## config.mk

```make
export PLATFORM = sky130hd
export DESIGN_NAME = instr_fetch_unit
export DESIGN_NICKNAME = d
export VERILOG_FILES = /design/src/rtl/instr_fetch_unit_pkg.sv /design/src/rtl/instr_fetch_unit_pc_reg.sv /design/src/rtl/instr_fetch_unit.sv
export SDC_FILE = /design/constraint.sdc
export NUM_CORES = 1
export LEC_CHECK = 0
export BUFFER_PORTS_ARGS = -buffer_cell sky130_fd_sc_hd__buf_2
export CAP_MARGIN = 25
export CORE_ASPECT_RATIO = 1.75
export CORE_MARGIN = 3
export CORE_UTILIZATION = 35
export DETAILED_ROUTE_END_ITERATION = 16
export SLEW_MARGIN = 10
export SYNTH_ARGS = -nofsm -noshare
export SYNTH_HDL_FRONTEND = slang
export SYNTH_SLANG_ARGS = --single-unit
```

## constraint.sdc

```tcl
create_clock -name clk -period 7.4 [get_ports clk]
set_clock_uncertainty 0.2 [all_clocks]
set_input_delay 0.37 -clock clk [delete_from_list [all_inputs] [get_ports clk]]
set_output_delay 0.37 -clock clk [all_outputs]
set_load 0.005 [all_outputs]
```

## src/rtl/instr_fetch_unit_pkg.sv

```systemverilog
// Shared definitions for the instruction fetch unit.
//   INSTR_W       instruction / address width
//   IF_NOP_INSTR  instruction presented while nothing valid is held
//                 (condition AL, all-zero body)
//   ST_*          fetch FSM state encoding, 2 bits
//   pc_plus4      32-bit wrapping PC increment, bits [1:0] pass through
package instr_fetch_unit_pkg;

    localparam int INSTR_W = 32;

    localparam logic [INSTR_W-1:0] IF_NOP_INSTR = 32'hE000_0000;

    localparam logic [1:0] ST_IDLE  = 2'd0;
    localparam logic [1:0] ST_REQ   = 2'd1;
    localparam logic [1:0] ST_DROP  = 2'd2;
    localparam logic [1:0] ST_VALID = 2'd3;

    function automatic logic [INSTR_W-1:0] pc_plus4(input logic [INSTR_W-1:0] pc);
        return pc + 32'd4;
    endfunction

endpackage

```

## src/rtl/instr_fetch_unit_pc_reg.sv

```systemverilog
// Program-counter register with its redirect / increment mux.
// Kept separate so that a future prefetch buffer can reuse it.
//   clk, rst   clock (rising edge), asynchronous active-high reset
//   load       take load_addr (branch redirect); wins over inc
//   load_addr  redirect target
//   inc        advance by 4 (an instruction was accepted)
//   pc         current PC
module fetch_pc_reg
    import instr_fetch_unit_pkg::*;
#(
    parameter logic [INSTR_W-1:0] RESET_PC = 32'h0000_0000
) (
    input  logic               clk,
    input  logic               rst,
    input  logic               load,
    input  logic [INSTR_W-1:0] load_addr,
    input  logic               inc,
    output logic [INSTR_W-1:0] pc
);

    always_ff @(posedge clk or posedge rst) begin
        if (rst) begin
            pc <= RESET_PC;
        end else if (load) begin
            pc <= load_addr;
        end else if (inc) begin
            pc <= pc_plus4(pc);
        end
    end

endmodule

```

## src/rtl/instr_fetch_unit.sv

```systemverilog
// Producer side of the IF/ID fetch register. Holds the PC, fetches one
// instruction at a time from the instruction cache and presents
// {PC+4, instruction} to the fetch register.
//
// Ports:
//   clk, rst       clock (rising edge), asynchronous active-high reset
//   freeze_in      hazard-unit freeze: fetch register not loading this cycle
//   branch_taken   single-cycle redirect pulse from EXE
//   branch_addr    redirect target (word aligned)
//   imem_req       fetch request to the cache
//   imem_addr      fetch address
//   imem_ready     cache returns imem_rdata this cycle
//   imem_rdata     instruction word
//   pc_out         PC+4 of the held instruction (0 when nothing held)
//   instr_out      held instruction (NOP_INSTR when nothing held)
//   instr_valid    pc_out / instr_out hold a real instruction
//   fetch_stall    ~instr_valid
//   fsm_state      fetch FSM state, for debug and checkers
//
// Handshake: a transfer happens on a rising edge where imem_req and
// imem_ready are both 1. While imem_req=1 and no transfer has happened,
// imem_addr is held stable; imem_req is never withdrawn before a transfer
// except by rst or by a redirect that coincides with the transfer.
// A redirect that arrives while a request is outstanding moves to DROP,
// which lets the stale request finish and throws its data away.
module instr_fetch_unit
    import instr_fetch_unit_pkg::*;
#(
    parameter logic [INSTR_W-1:0] RESET_PC  = 32'h0000_0000,
    parameter logic [INSTR_W-1:0] NOP_INSTR = IF_NOP_INSTR
) (
    input  logic               clk,
    input  logic               rst,
    input  logic               freeze_in,
    input  logic               branch_taken,
    input  logic [INSTR_W-1:0] branch_addr,
    output logic               imem_req,
    output logic [INSTR_W-1:0] imem_addr,
    input  logic               imem_ready,
    input  logic [INSTR_W-1:0] imem_rdata,
    output logic [INSTR_W-1:0] pc_out,
    output logic [INSTR_W-1:0] instr_out,
    output logic               instr_valid,
    output logic               fetch_stall,
    output logic [1:0]         fsm_state
);

    logic [1:0]         state;
    logic [INSTR_W-1:0] fetch_addr;
    logic [INSTR_W-1:0] pc;
    logic               pc_inc;

    // Every state redirects the PC on a branch; only an accepted
    // instruction in REQ advances it.
    assign pc_inc = (state == ST_REQ) && imem_ready && !branch_taken;

    fetch_pc_reg #(
        .RESET_PC (RESET_PC)
    ) u_pc (
        .clk       (clk),
        .rst       (rst),
        .load      (branch_taken),
        .load_addr (branch_addr),
        .inc       (pc_inc),
        .pc        (pc)
    );

    always_ff @(posedge clk or posedge rst) begin
        if (rst) begin
            state      <= ST_IDLE;
            fetch_addr <= RESET_PC;
            pc_out     <= '0;
            instr_out  <= NOP_INSTR;
        end else begin
            case (state)
                ST_IDLE: begin
                    state      <= ST_REQ;
                    fetch_addr <= branch_taken ? branch_addr : pc;
                end
                ST_REQ: begin
                    if (branch_taken) begin
                        if (imem_ready) begin
                            // Data for the old path arrives with the
                            // redirect: drop it and request the target.
                            fetch_addr <= branch_addr;
                            state      <= ST_REQ;
                        end else begin
                            state <= ST_DROP;
                        end
                    end else if (imem_ready) begin
                        instr_out <= imem_rdata;
                        pc_out    <= pc_plus4(pc);
                        state     <= ST_VALID;
                    end
                end
                ST_DROP: begin
                    if (imem_ready) begin
                        // pc already holds the latest target unless a
                        // newer branch lands on this very edge.
                        fetch_addr <= branch_taken ? branch_addr : pc;
                        state      <= ST_REQ;
                    end
                end
                ST_VALID: begin
                    if (branch_taken) begin
                        fetch_addr <= branch_addr;
                        pc_out     <= '0;
                        instr_out  <= NOP_INSTR;
                        state      <= ST_REQ;
                    end else if (!freeze_in) begin
                        fetch_addr <= pc;
                        pc_out     <= '0;
                        instr_out  <= NOP_INSTR;
                        state      <= ST_REQ;
                    end
                end
                default: begin
                    state <= ST_IDLE;
                end
            endcase
        end
    end

    assign imem_req    = (state == ST_REQ) || (state == ST_DROP);
    assign imem_addr   = fetch_addr;
    assign instr_valid = (state == ST_VALID);
    assign fetch_stall = ~instr_valid;
    assign fsm_state   = state;

endmodule

```

# Yosys cells after proc, flatten, opt, wreduce, memory -nomap -nowiden
# Cells that the tools add are included.
[totals]
ff_bits = 130
latchBits = 0
mem_bits_rw = 0
romBits = 0
inputBits = 69
out_inout_bits = 101
elab_cells = 52
memories = 0
[classes]
addsub = 1
multipliers = 0
div_mod_pow = 0
n_lt_le_gt_ge = 0
eq_ne = 9
shift = 0
n_mux = 26
bitwise_logic = 1
n_reduce_logical = 10
[ops]
columns = ["op", "n"]
rows = [
  ["$mux W32", 16],
  ["$pmux W32 S2", 2],
  ["$pmux W32 S4", 1],
  ["$add A32 B3 Y32 const B", 1],
  ["$mux W2", 6],
  ["$ne A2 B2 Y1 const B", 4],
  ["$pmux W2 S4", 1],
  ["$reduce_and A4 Y1", 2],
  ["$ne A3 B3 Y1 const B", 2],
  ["$eq A2 B2 Y1 const B", 2],
  ["$reduce_bool A2 Y1", 2],
  ["$reduce_and A3 Y1", 1],
  ["$eq A2 B1 Y1 const B", 1],
  ["$logic_and A1 B1 Y1", 2],
  ["$logic_not A2 Y1", 1],
  ["$logic_not A1 Y1", 1],
  ["$logic_or A1 B1 Y1", 1],
  ["$not A1 Y1", 1],
]

# Logic depth before layout (Yosys ltp)
# Gate-level depths: netlist of run 1.
[depth]
depth_word = 5
ltp_mapped = 10
ltp_nobuf = 7

# Hierarchy
# A second synthesis of run 1 with hierarchy kept.
[hier_totals]
cells_unflattened = 707
area_unflattened_um2 = 6688.9
[modules_own_cells]
columns = ["mod", "instances", "cells_each", "area_each_um2"]
rows = [
  ["instr_fetch_unit", 1, 504, 4839.6],
  ["fetch_pc_reg", 1, 203, 1849.3],
]

# Worst setup path after synthesis of run 1
# Ideal clock, no wire load.
[synth_path]
kind = "register to register"
start = "register u_pc.pc[2]"
end = "register u_pc.pc[24]"
setup_ps = 131
arrival_time_ps = 1982
setup_slack_ps = 5087
path_stages_with_launch = 9
cell_sequence = "dfrtp_1 ha_1 nand3_4 or4_4 buf_6 buf_8 nor4_4 xnor2_1 o21ai_1"
[synth_via]
elab_chain_cells = 3
[synth_lines]
columns = ["item", "line", "text"]
rows = [
  ["start, declared", "instr_fetch_unit_pc_reg.sv:18", "output logic [INSTR_W-1:0] pc"],
  ["start signal, assigned", "instr_fetch_unit_pc_reg.sv:25", "pc <= load_addr;"],
  ["start signal, assigned", "instr_fetch_unit_pc_reg.sv:27", "pc <= pc_plus4(pc);"],
  ["$add A32 B3 Y32", "instr_fetch_unit_pkg.sv:19", "return pc + 32'd4;"],
  ["$mux W32", "instr_fetch_unit_pc_reg.sv:26", "end else if (inc) begin"],
  ["$mux W32", "instr_fetch_unit_pc_reg.sv:24", "end else if (load) begin"],
]
# Every way passes these cells. The select of a mux whose other input is x is not followed.
# A chain may end at the register's enable or synchronous reset.

# Worst setup path in the final report of run 1
[layout_path]
start = "register state[0] (netlist: fsm_state[0])"
end = "register instr_out[10]"
[layout_via]
elab_chain_cells = 3
[layout_lines]
columns = ["item", "line", "text"]
rows = [
  ["start, declared", "instr_fetch_unit.sv:48", "logic [1:0] state;"],
  ["start signal, assigned", "instr_fetch_unit.sv:70", "state <= ST_IDLE;"],
  ["start signal, assigned", "instr_fetch_unit.sv:77", "state <= ST_REQ;"],
  ["start signal, assigned", "instr_fetch_unit.sv:86", "state <= ST_REQ;"],
  ["$eq A2 B2 Y1 / $eq A2 B1 Y1 (equally long branches)", "instr_fetch_unit.sv:75", "case (state)"],
  ["$ne A3 B3 Y1 (no line), or another cell as far along", "-", ""],
  ["$reduce_and A4 Y1 (no line)", "-", ""],
  ["end signal, assigned", "instr_fetch_unit.sv:91", "instr_out <= imem_rdata;"],
  ["end, declared", "instr_fetch_unit.sv:42", "output logic [INSTR_W-1:0] instr_out,"],
]
# Several ways; a longest one is shown, not always the timed one.

==> impl_metrics.py, run 1 <==
metrics = {
    "run_status": {
        "status": "finished, final reports clean",
    },
    "route": {
        "drt-total-wl_mm": 17.30,
        "highest_layer": "met4",
        "postRouteAntennaNets": 0,
        "viasPerCell": 4.819,
        "first_iter_violations": 283,
        "dr.pass1.iters": 4,
        "wl_per_cell_um": 15.88,
        "wl_met1_mm": 6.921,
        "wl_met3_um": 870,
        "dr_wl_met2_mm": 9.164,
        "num_vias": 5248,
        "route.detailed.drc": 0,
    },
    "yosys": {
        "netlist_area_sq_um": 6316,
        "syn_nets": 737,
        "postSynthCellCount": 664,
        "synth_warnings": 0,
        "yosysUniqueCellTypes": 42,
        "synth_seq_cells": 130,
        "yosysMostFrequentCell": "nand2_1",
        "synth_top_cell_area_share_pct": 50.32,
        "synth_edf_count": 0,
        "async_reset_ff_share_pct": 100.0,
        "synthFlopType": "dfrtp_1",
        "synth.largest_area_cell": "dfrtp_1",
        "synth_commonest_cells": "152 x nand2_1, 127 x dfrtp_1, 86 x o21ai_0, 39 x clkbuf_1",
        "yosysSeqAreaShare_pct": 51.56,
        "synth_area_leaders": "dfrtp_1 50%, nand2_1 9.0%, o21ai_0 6.8%",
        "synth_area_per_cell_sq_um": 9.512,
    },
    "worst_setup_path": {
        "cp-start-kind": "flip-flop",
        "crit_chain": "ha_1, clkinv_1, buf_4, o21ai_0, o21ai_4, buf_4, o21ai_0",
        "cp.required_ns": 7.43,
        "path_max_fanout": 105,
        "endpoint_kind": "flip-flop",
        "slowest_stage": "buf_4",
        "crit_type": "flip-flop to flip-flop",
        "arrival_ns": 3.08,
        "cpPeakStageDelay_ns": 0.76,
    },
    "sta": {
        "slew_headroom_pct": 34.84,
        "worst_pin_slew_ns": 0.9774,
        "rsz0062_at_grt": "no",
        "fin_crit_ns": 3.053,
        "finalSetupViolations": 0,
        "post-route-period-util_pct": 41.26,
        "fmax_mhz": 327.5,
        "final_max_slew_viol_count": 0,
        "hold_slack_ns": 0.02043,
        "hold_viol": 0,
        "fin_tns_setup_ns": 0,
    },
    "die": {
        "die_h_um": 183.7,
        "fp.coreArea_sq_um": 17620,
        "io_pins": 170,
        "initial_utilization_pct": 35.85,
        "dieWidth_um": 107.5,
        "dieArea_sq_um": 19760,
        "row_count": 64,
    },
    "pwr": {
        "vdd_drop_max_mv": 0.1673,
        "seqPwrFrac_pct": 37.4,
        "p_leak_nw": 3.861,
        "p_comb_share_pct": 33.2,
        "p_per_area_nw_per_um2": 361.1,
        "internal-power_mw": 1.965,
        "sw_frac_of_total_pct": 34.85,
        "switching_power_mw": 1.051,
        "clock_power_share_pct": 29.4,
    },
    "layout": {
        "utilization_pct": 47.42,
        "antenna_cells": 0,
        "drive_gt1_share_pct": 26.69,
        "final_cells": 1089,
        "area_delta_synth_final_pct": 32.27,
        "fin_nets": 918,
    },
    "grt": {
        "grt-ovfl-total": 0,
        "first_global_vias": 5293,
        "grtUsageTotal_pct": 17.98,
        "grt_pass1_wl_mm": 28.16,
        "grt_max_degree": 106,
        "antenna_found_initial": 0,
    },
    "clock_tree": {
        "numCtsBuffers": 17,
        "htree_levels": 4,
        "cts_tree": "done",
        "cts.reportedPaths.clkPinSlew_ns": 0.06,
        "clock-sinks": 130,
        "clk_latency_ns": 0.41,
        "cts-root-buf": "clkbuf_16",
        "cts_setup_buffers": 0,
        "clockBufferDepth": 2,
    },
    "placement": {
        "place.gp.congestion": 0.7439,
        "hpwl_mm": 11.72,
        "placed_cells": 1012,
        "numPortBuffers": 169,
    },
    "min_path": {
        "hold_path.class": "input pin to flip-flop",
    },
    "flow_run": {
        "max_cap_viol_count": 0,
    },
}
==> timing repair <==
| item | 4_1_cts | 5_1_grt |
|---|---|---|
| hold buffers | 44 | 0 |
| resized for setup | 0 | 0 |
| endpoints found under the hold margin | 106 | 0 |
==> worst paths after layout <==
| check | depth (start not counted) | to | from | slack [ns] |
|---|---|---|---|---|
| worst max-delay path | 7 | instr_out[10] | fsm_state[0] | 4.35 |
| worst min-delay path | 2 | u_pc.pc[0] | branch_addr[0] | 0.02 |
| worst max register to register | 7 | instr_out[10] | fsm_state[0] | 4.35 |
| worst min register to register | 2 | instr_out[21] | instr_out[21] | 0.27 |
| max in group asynchronous | 4 | pc_out[8] | rst | 5.31 |
| min in group asynchronous | 3 | instr_out[24] | rst | 0.39 |
==> sequential cells by signal (all words and copies together) (netlist names) <==
| name | count |
|---|---|
| instr_out | 32 |
| u_pc.pc | 32 |
| pc_out | 32 |
| fsm_state | 2 |
| imem_addr | 32 |
==> kinds of logic after synthesis <==
group | after synthesis | synth area share [%]
flip-flops | 130 | 51.57
buffers and inverters | 68 | 4.635
multiplexers | 35 | 5.586
AND/OR/NAND/NOR | 235 | 17.02
XOR/XNOR | 57 | 7.904
AO/OA/AOI/OAI | 135 | 12.50
adder cells (fa/ha/maj) | 4 | 0.7924
==> critical path, delay by kind of cell (launching register included) <==
kind,cells,cell delay (ns)
buf+inv,3,1.20
compound gates,3,0.56
fa+ha+maj,1,0.44
flops,1,0.43
==> per-layer routing <==
layer | global-route usage (%) | vias to the layer above
met4 | 5.966 | 0
met1 | 21.14 | 2491
met5 | 0 | -
li1 | - | 2609
met2 | 32.33 | 134
met3 | 3.620 | 14
==> per-stage QoR <==
stage / power (mW) / cell area, sq um / worst slack (ns)
global route: 3.240 / 8354 / 4.086
CTS: 3.062 / 8343 / 4.145
floorplan: 1.688 / 6316 / 3.366
finish: 3.016 / 8354 / 4.347
global placement: 2.117 / 7281 / 4.237
detailed placement: 2.141 / 7281 / 4.172
==> final cells by class <==
| cell class | instances | area [sq um] |
|---|---|---|
| Inverter | 10 | 42.54 |
| Fill cell | 1742 | 9263 |
| Sequential cell | 130 | 3257 |
| Clock inverter | 11 | 151.4 |
| Multi-Input combinational cell | 466 | 2801 |
| Timing Repair Buffer | 220 | 1343 |
| Tap cell | 231 | 289.0 |
| Clock buffer | 21 | 470.5 |
==> cell usage in the layout, fill, tap and decap left out, types with 2 or more instances in the layout <==
cell type / n
a21oi_1: 2
a22o_1: 23
a31oi_1: 2
and3_1: 2
and4_1: 2
buf_2: 169
buf_4: 6
bufinv_16: 3
clkbuf_16: 17
clkbuf_8: 3
clkinvlp_4: 4
dfrtp_1: 127
dfstp_2: 3
dlygate4sd3_1: 44
ha_1: 4
inv_1: 8
inv_6: 3
mux2_2: 2
mux2i_1: 33
nand2_1: 152
nand3_1: 10
nand4_1: 5
nor2_1: 20
nor3_1: 17
nor3_2: 4
nor4_1: 6
nor4_2: 3
o21ai_0: 86
o21ai_1: 12
o31ai_1: 6
or2_2: 2
or3_1: 4
xnor2_1: 33
xor2_1: 24
==> power groups by stage <==
stage / sequential (mW) / clock (mW) / combinational (mW)
2_1_floorplan: 1.14 / 0 / 0.550
3_3_place_gp: 1.13 / 0 / 0.984
3_5_place_dp: 1.14 / 0 / 1.00
4_1_cts: 1.13 / 0.911 / 1.02
5_1_grt: 1.16 / 0.936 / 1.14
6_report: 1.13 / 0.888 / 1.00
Power figures use the tool's default switching activity.
==> run 2: changes to the inputs <==
Clock period 7.4 ns to 2.8 ns, I/O delays scaled along.
==> run 2 against run 1 <==
Compared with the run above: largest cell class unchanged; global-route usage is 0.80 points higher; critical path type unchanged; critical path depth decreased by 1; non-clock buffer count grew 38.
==> impl_metrics.py, run 2 (synthesis gave the netlist of run 1 again) <==
metrics = {
    "clock_tree": {
        "cts_tree": "done",
        "numCtsBuffers": 17,
        "clockBufferDepth": 2,
        "cts-root-buf": "clkbuf_16",
        "cts_setup_buffers": 0,
        "clock-sinks": 130,
        "cts.reportedPaths.clkPinSlew_ns": 0.07,
        "clk_latency_ns": 0.42,
        "htree_levels": 4,
    },
    "route": {
        "first_iter_violations": 274,
        "postRouteAntennaNets": 0,
        "route.detailed.drc": 0,
        "dr.pass1.iters": 4,
        "num_vias": 5404,
        "viasPerCell": 4.795,
        "drt-total-wl_mm": 17.77,
        "wl_per_cell_um": 15.77,
    },
    "layout": {
        "fin_nets": 956,
        "utilization_pct": 49.62,
        "area_delta_synth_final_pct": 38.39,
        "layout_commonest_cell": "buf_2",
        "drive_gt1_share_pct": 27.23,
        "final_cells": 1127,
        "antenna_cells": 0,
        "final_cell_mix": "169 x buf_2, 152 x nand2_1, 127 x dfrtp_1, 86 x o21ai_0, 68 x dlygate4sd3_1",
    },
    "worst_setup_path": {
        "arrival_ns": 2.60,
        "cp.required_ns": 2.92,
        "cpPeakStageDelay_ns": 0.70,
        "crit_type": "flip-flop to flip-flop",
        "path_max_fanout": 18,
        "slowest_stage": "or4_4",
        "cp-start-kind": "flip-flop",
        "crit_chain": "ha_1, nand3_4, or4_4, nor3_1, xor2_1, a22o_1",
        "endpoint_kind": "flip-flop",
    },
    "grt": {
        "grt_use_met3_pct": 3.374,
        "grtUsageTotal_pct": 18.78,
        "grtUsageMet2_pct": 34.77,
        "grt-ovfl-total": 0,
        "first_global_vias": 5642,
        "busiest_layer": "met2",
        "antenna_found_initial": 0,
        "grt_pass1_wl_mm": 29.01,
        "grt_use_met1_pct": 21.29,
        "grt_max_degree": 94,
    },
    "pwr": {
        "p_per_area_nw_per_um2": 928.6,
        "vdd_drop_max_mv": 0.4877,
        "total_power_mw": 8.117,
        "p_leak_nw": 4.048,
    },
    "min_path": {
        "hold_path.class": "input pin to async pin",
    },
    "placement": {
        "place.gp.congestion": 0.7750,
        "numPortBuffers": 169,
        "hpwl_mm": 12.30,
        "placed_cells": 1027,
    },
    "sta": {
        "fmax_mhz": 401.8,
        "post-route-period-util_pct": 88.88,
        "rsz0062_at_grt": "no",
        "finalSetupViolations": 0,
        "worst_pin_slew_ns": 0.5309,
        "hold_slack_ns": 0.2041,
        "final_max_slew_viol_count": 0,
        "fin_crit_ns": 2.489,
        "hold_viol": 0,
        "slew_headroom_pct": 64.61,
        "fin_tns_setup_ns": 0,
    },
    "die": {
        "dieWidth_um": 107.5,
        "fp.coreArea_sq_um": 17620,
        "initial_utilization_pct": 35.85,
        "row_count": 64,
        "die_h_um": 183.7,
        "dieArea_sq_um": 19760,
        "io_pins": 170,
    },
    "run_status": {
        "status": "finished, final reports clean",
    },
    "flow_run": {
        "max_cap_viol_count": 0,
    },
}
==> run 2: cell types whose count changed in the layout (fill, tap and decap cells not counted), sizes merged <==
cell         previous run  this run
dlygate4sd3            44        68
clkbuf                 21        17
buf                   176       190
clkinv                  3         4
clkinvlp                4         2
inv                    11        16
==> run 2: final cells by class <==
cell class	instances	area (sq um)
Clock inverter	15	192.7
Clock buffer	17	425.4
Multi-Input combinational cell	466	2801
Sequential cell	130	3257
Timing Repair Buffer	258	1734
Inverter	10	41.29
Fill cell	1711	8876
Tap cell	231	289.0
==> run 2: worst max-delay path: cells and delay by family (launching register included) <==
family | cells | cell delay, ns
simple gates | 3 | 1.14
flops | 1 | 0.44
fa+ha+maj | 1 | 0.28
compound gates | 1 | 0.20
xor+xnor | 1 | 0.11
==> run 2: repair_timing <==
| item | in CTS | in global routing |
|---|---|---|
| gates resized for setup | 0 | 0 |
| hold buffers | 68 | 0 |
| endpoints found under the hold margin | 225 | 0 |
==> run 2: path summary, 6_finish.rpt <==
check	startpoint	end	slack, ns	cells after the start
worst min-delay path	rst	u_pc.pc[5]	0.20	4
worst max-delay path	u_pc.pc[2]	pc_out[28]	0.31	6
worst max register to register	u_pc.pc[2]	pc_out[28]	0.31	6
min in group clk	branch_addr[21]	u_pc.pc[21]	0.26	4
worst min register to register	instr_out[0]	instr_out[0]	0.27	2
max in group asynchronous	rst	imem_addr[27]	1.77	4
==> run 2: routing by layer <==
layer  routed length (um)  share of wire [%]
met5                    0                  0
met4                  372                2.1
met3                  720                4.1
met2                 9533                 54
met1                 7145                 40
==> run 2: where the power goes <==
group	total [mW]	internal (mW)	switching, mW
logic	2.79	1.26	1.53
clock network	2.35	1.43	0.923
registers	2.98	2.57	0.408
total	8.12	5.25	2.86
==> run 2: per-stage QoR <==
step                      setup slack (ns)  instance area, sq um
after floorplan                     0.4870                  6320
after global placement              0.4074                  7442
after detailed placement            0.3565                  7442
after CTS                           0.3219                  8741
after global routing                0.1257                  8741
final                               0.3113                  8741
==> run 3: changes to the inputs <==
Settings changed: CORE_MARGIN 3 to 10, CTS_CLUSTER_DIAMETER set to 150.
==> run 3 against run 2 <==
Compared with the run above: maximum frequency increased by 2.1%; worst hold slack improved by 0.010 ns; sequential cell count unchanged; worst setup slack improved by 0.050 ns; sequential power about the same; critical path depth unchanged; routed wire length increased by 6.1%; sequential share of layout area increased by 0.17 points; die area increased by 22%.
==> impl_metrics.py, run 3 (synthesis gave the netlist of run 1 again) <==
metrics = {
    "run_status": {
        "status": "finished, final reports clean",
    },
    "worst_setup_path": {
        "worstReg2RegEnd": "pc_out[28]",
        "crit_type": "flip-flop to flip-flop",
        "ff2ff_path_depth": 6,
        "cp.required_ns": 2.91,
        "cp-start-kind": "flip-flop",
        "cpLargestDelayFamily": "simple AND/OR/NAND/NOR gates",
        "regToRegStartpoint": "u_pc.pc[2]",
        "crit_buf_inv": 0,
        "cpPeakStageDelay_ns": 0.69,
        "reg2reg_slack_ns": 0.36,
        "crit_chain": "ha_1, nand3_4, or4_4, nor3_1, xor2_1, a22o_1",
        "endpoint_kind": "flip-flop",
        "path_max_fanout": 18,
        "arrival_ns": 2.55,
        "slowest_stage": "or4_4",
    },
    "sta": {
        "worst_pin_slew_ns": 0.7840,
        "finalSetupViolations": 0,
        "rsz0062_at_grt": "no",
        "hold_viol": 0,
        "final_max_slew_viol_count": 0,
        "hold_slack_ns": 0.2144,
        "fin_tns_setup_ns": 0,
        "fmax_mhz": 410.1,
        "slew_headroom_pct": 47.62,
        "post-route-period-util_pct": 87.10,
        "fin_crit_ns": 2.439,
    },
    "layout": {
        "fin_nets": 954,
        "seqCellArea_sq_um": 3257,
        "final_cell_mix": "169 x buf_2, 152 x nand2_1, 127 x dfrtp_1, 86 x o21ai_0, 68 x dlygate4sd3_1",
        "multi_input_area_sq_um": 2801,
        "antenna_cells": 0,
        "drive_gt1_share_pct": 27.07,
        "area_delta_synth_final_pct": 37.76,
        "n_fill_cell": 1722,
        "layout_commonest_cell": "buf_2",
        "stdcell_area_sq_um": 8701,
    },
    "route": {
        "viasPerCell": 4.807,
        "postRouteAntennaNets": 0,
        "first_iter_violations": 242,
        "drt-total-wl_mm": 18.86,
        "dr.pass1.iters": 4,
        "route.detailed.drc": 0,
        "num_vias": 5422,
        "wl_per_cell_um": 16.72,
    },
    "clock_tree": {
        "cts_resized": 0,
        "clock-sinks": 130,
        "numCtsBuffers": 17,
        "cts-root-buf": "clkbuf_16",
        "cts_tree": "done",
        "clockBufferDepth": 2,
        "htree_levels": 4,
        "cts.reportedPaths.clkPinSlew_ns": 0.06,
        "clk_latency_ns": 0.42,
    },
    "placement": {
        "hpwl_mm": 13.54,
        "numPortBuffers": 169,
        "place.gp.congestion": 0.8383,
        "placed_area_sq_um": 7418,
    },
    "pwr": {
        "p_leak_nw": 4.021,
        "total_power_mw": 8.006,
        "p_per_area_nw_per_um2": 920.2,
        "vdd_drop_max_mv": 0.3731,
    },
    "grt": {
        "grt_max_degree": 75,
        "grt-ovfl-total": 0,
        "antenna_found_initial": 0,
        "grt_pass1_wl_mm": 30.57,
        "first_global_vias": 5677,
        "grtUsageTotal_pct": 16.11,
    },
    "die": {
        "dieArea_sq_um": 24030,
        "fp.coreArea_sq_um": 17890,
        "row_count": 65,
        "initial_utilization_pct": 35.30,
        "dieWidth_um": 121.5,
        "io_pins": 170,
        "die_h_um": 197.7,
    },
    "min_path": {
        "hold_path.class": "input pin to async pin",
    },
    "flow_run": {
        "max_cap_viol_count": 0,
    },
}
-- run 3: cell types whose count changed in the layout (fill, tap and decap cells not counted) --
cell | previous run | this run
inv_6 | 7 | 4
clkbuf_8 | 0 | 2
buf_4 | 17 | 16
buf_12 | 4 | 3
bufinv_16 | 3 | 2
clkinv_4 | 2 | 3
inv_8 | 1 | 0
clkinvlp_4 | 2 | 4
-- run 3: power by group --
group	internal, mW	switching, mW
registers	2.57	0.418
logic	1.22	1.55
clock network	1.37	0.884
-- run 3: worst max path at each step --
stage | startpoint | to | slack [ns] | cells after the start
after floorplan | u_pc.pc[2] | u_pc.pc[24] | 0.49 | 8
after global placement | u_pc.pc[2] | pc_out[26] | 0.40 | 6
after detailed placement | u_pc.pc[2] | pc_out[24] | 0.36 | 6
after CTS | u_pc.pc[2] | pc_out[24] | 0.36 | 6
after global routing | fsm_state[1] | imem_addr[6] | 0.15 | 6
final | u_pc.pc[2] | pc_out[28] | 0.36 | 6
-- run 3: layout make-up --
| type | count | area share (%) |
|---|---|---|
| Sequential cell | 130 | 37.43 |
| Clock inverter | 13 | 1.711 |
| Tap cell | 234 | 3.365 |
| Timing Repair Buffer | 256 | 19.61 |
| Clock buffer | 19 | 5.206 |
| Multi-Input combinational cell | 466 | 32.20 |
| Inverter | 10 | 0.4745 |
-- run 3: worst min-delay path: cells and delay by family --
kind                   cells  cell delay [ns]
buffers and inverters      3             1.17
-- run 3: what timing repair did --
action	CTS	global route
setup buffers	0	0
hold buffers	68	0
hold endpoints to repair	127	0
-- run 3: metal layers --
| metal | share of wire, % | wire, um | vias up | GRT usage, % |
|---|---|---|---|---|
| met4 | 2.0 | 379 | 0 | 6.075 |
| met5 | 0 | 0 | - | 0 |
| met2 | 53 | 9975 | 159 | 28.80 |
| li1 | - | - | 2688 | - |
| met3 | 5.9 | 1113 | 26 | 4.163 |
| met1 | 39 | 7390 | 2549 | 17.66 |
-- run 3: per-stage QoR --
step	worst slack, ns	util (%)	instances
global route	0.1476	48.63	1128
global placement	0.3991	41.46	1028
floorplan	0.4870	-	664
detailed placement	0.3599	41.46	1028
finish	0.3613	48.63	1128
CTS	0.3617	48.63	1128
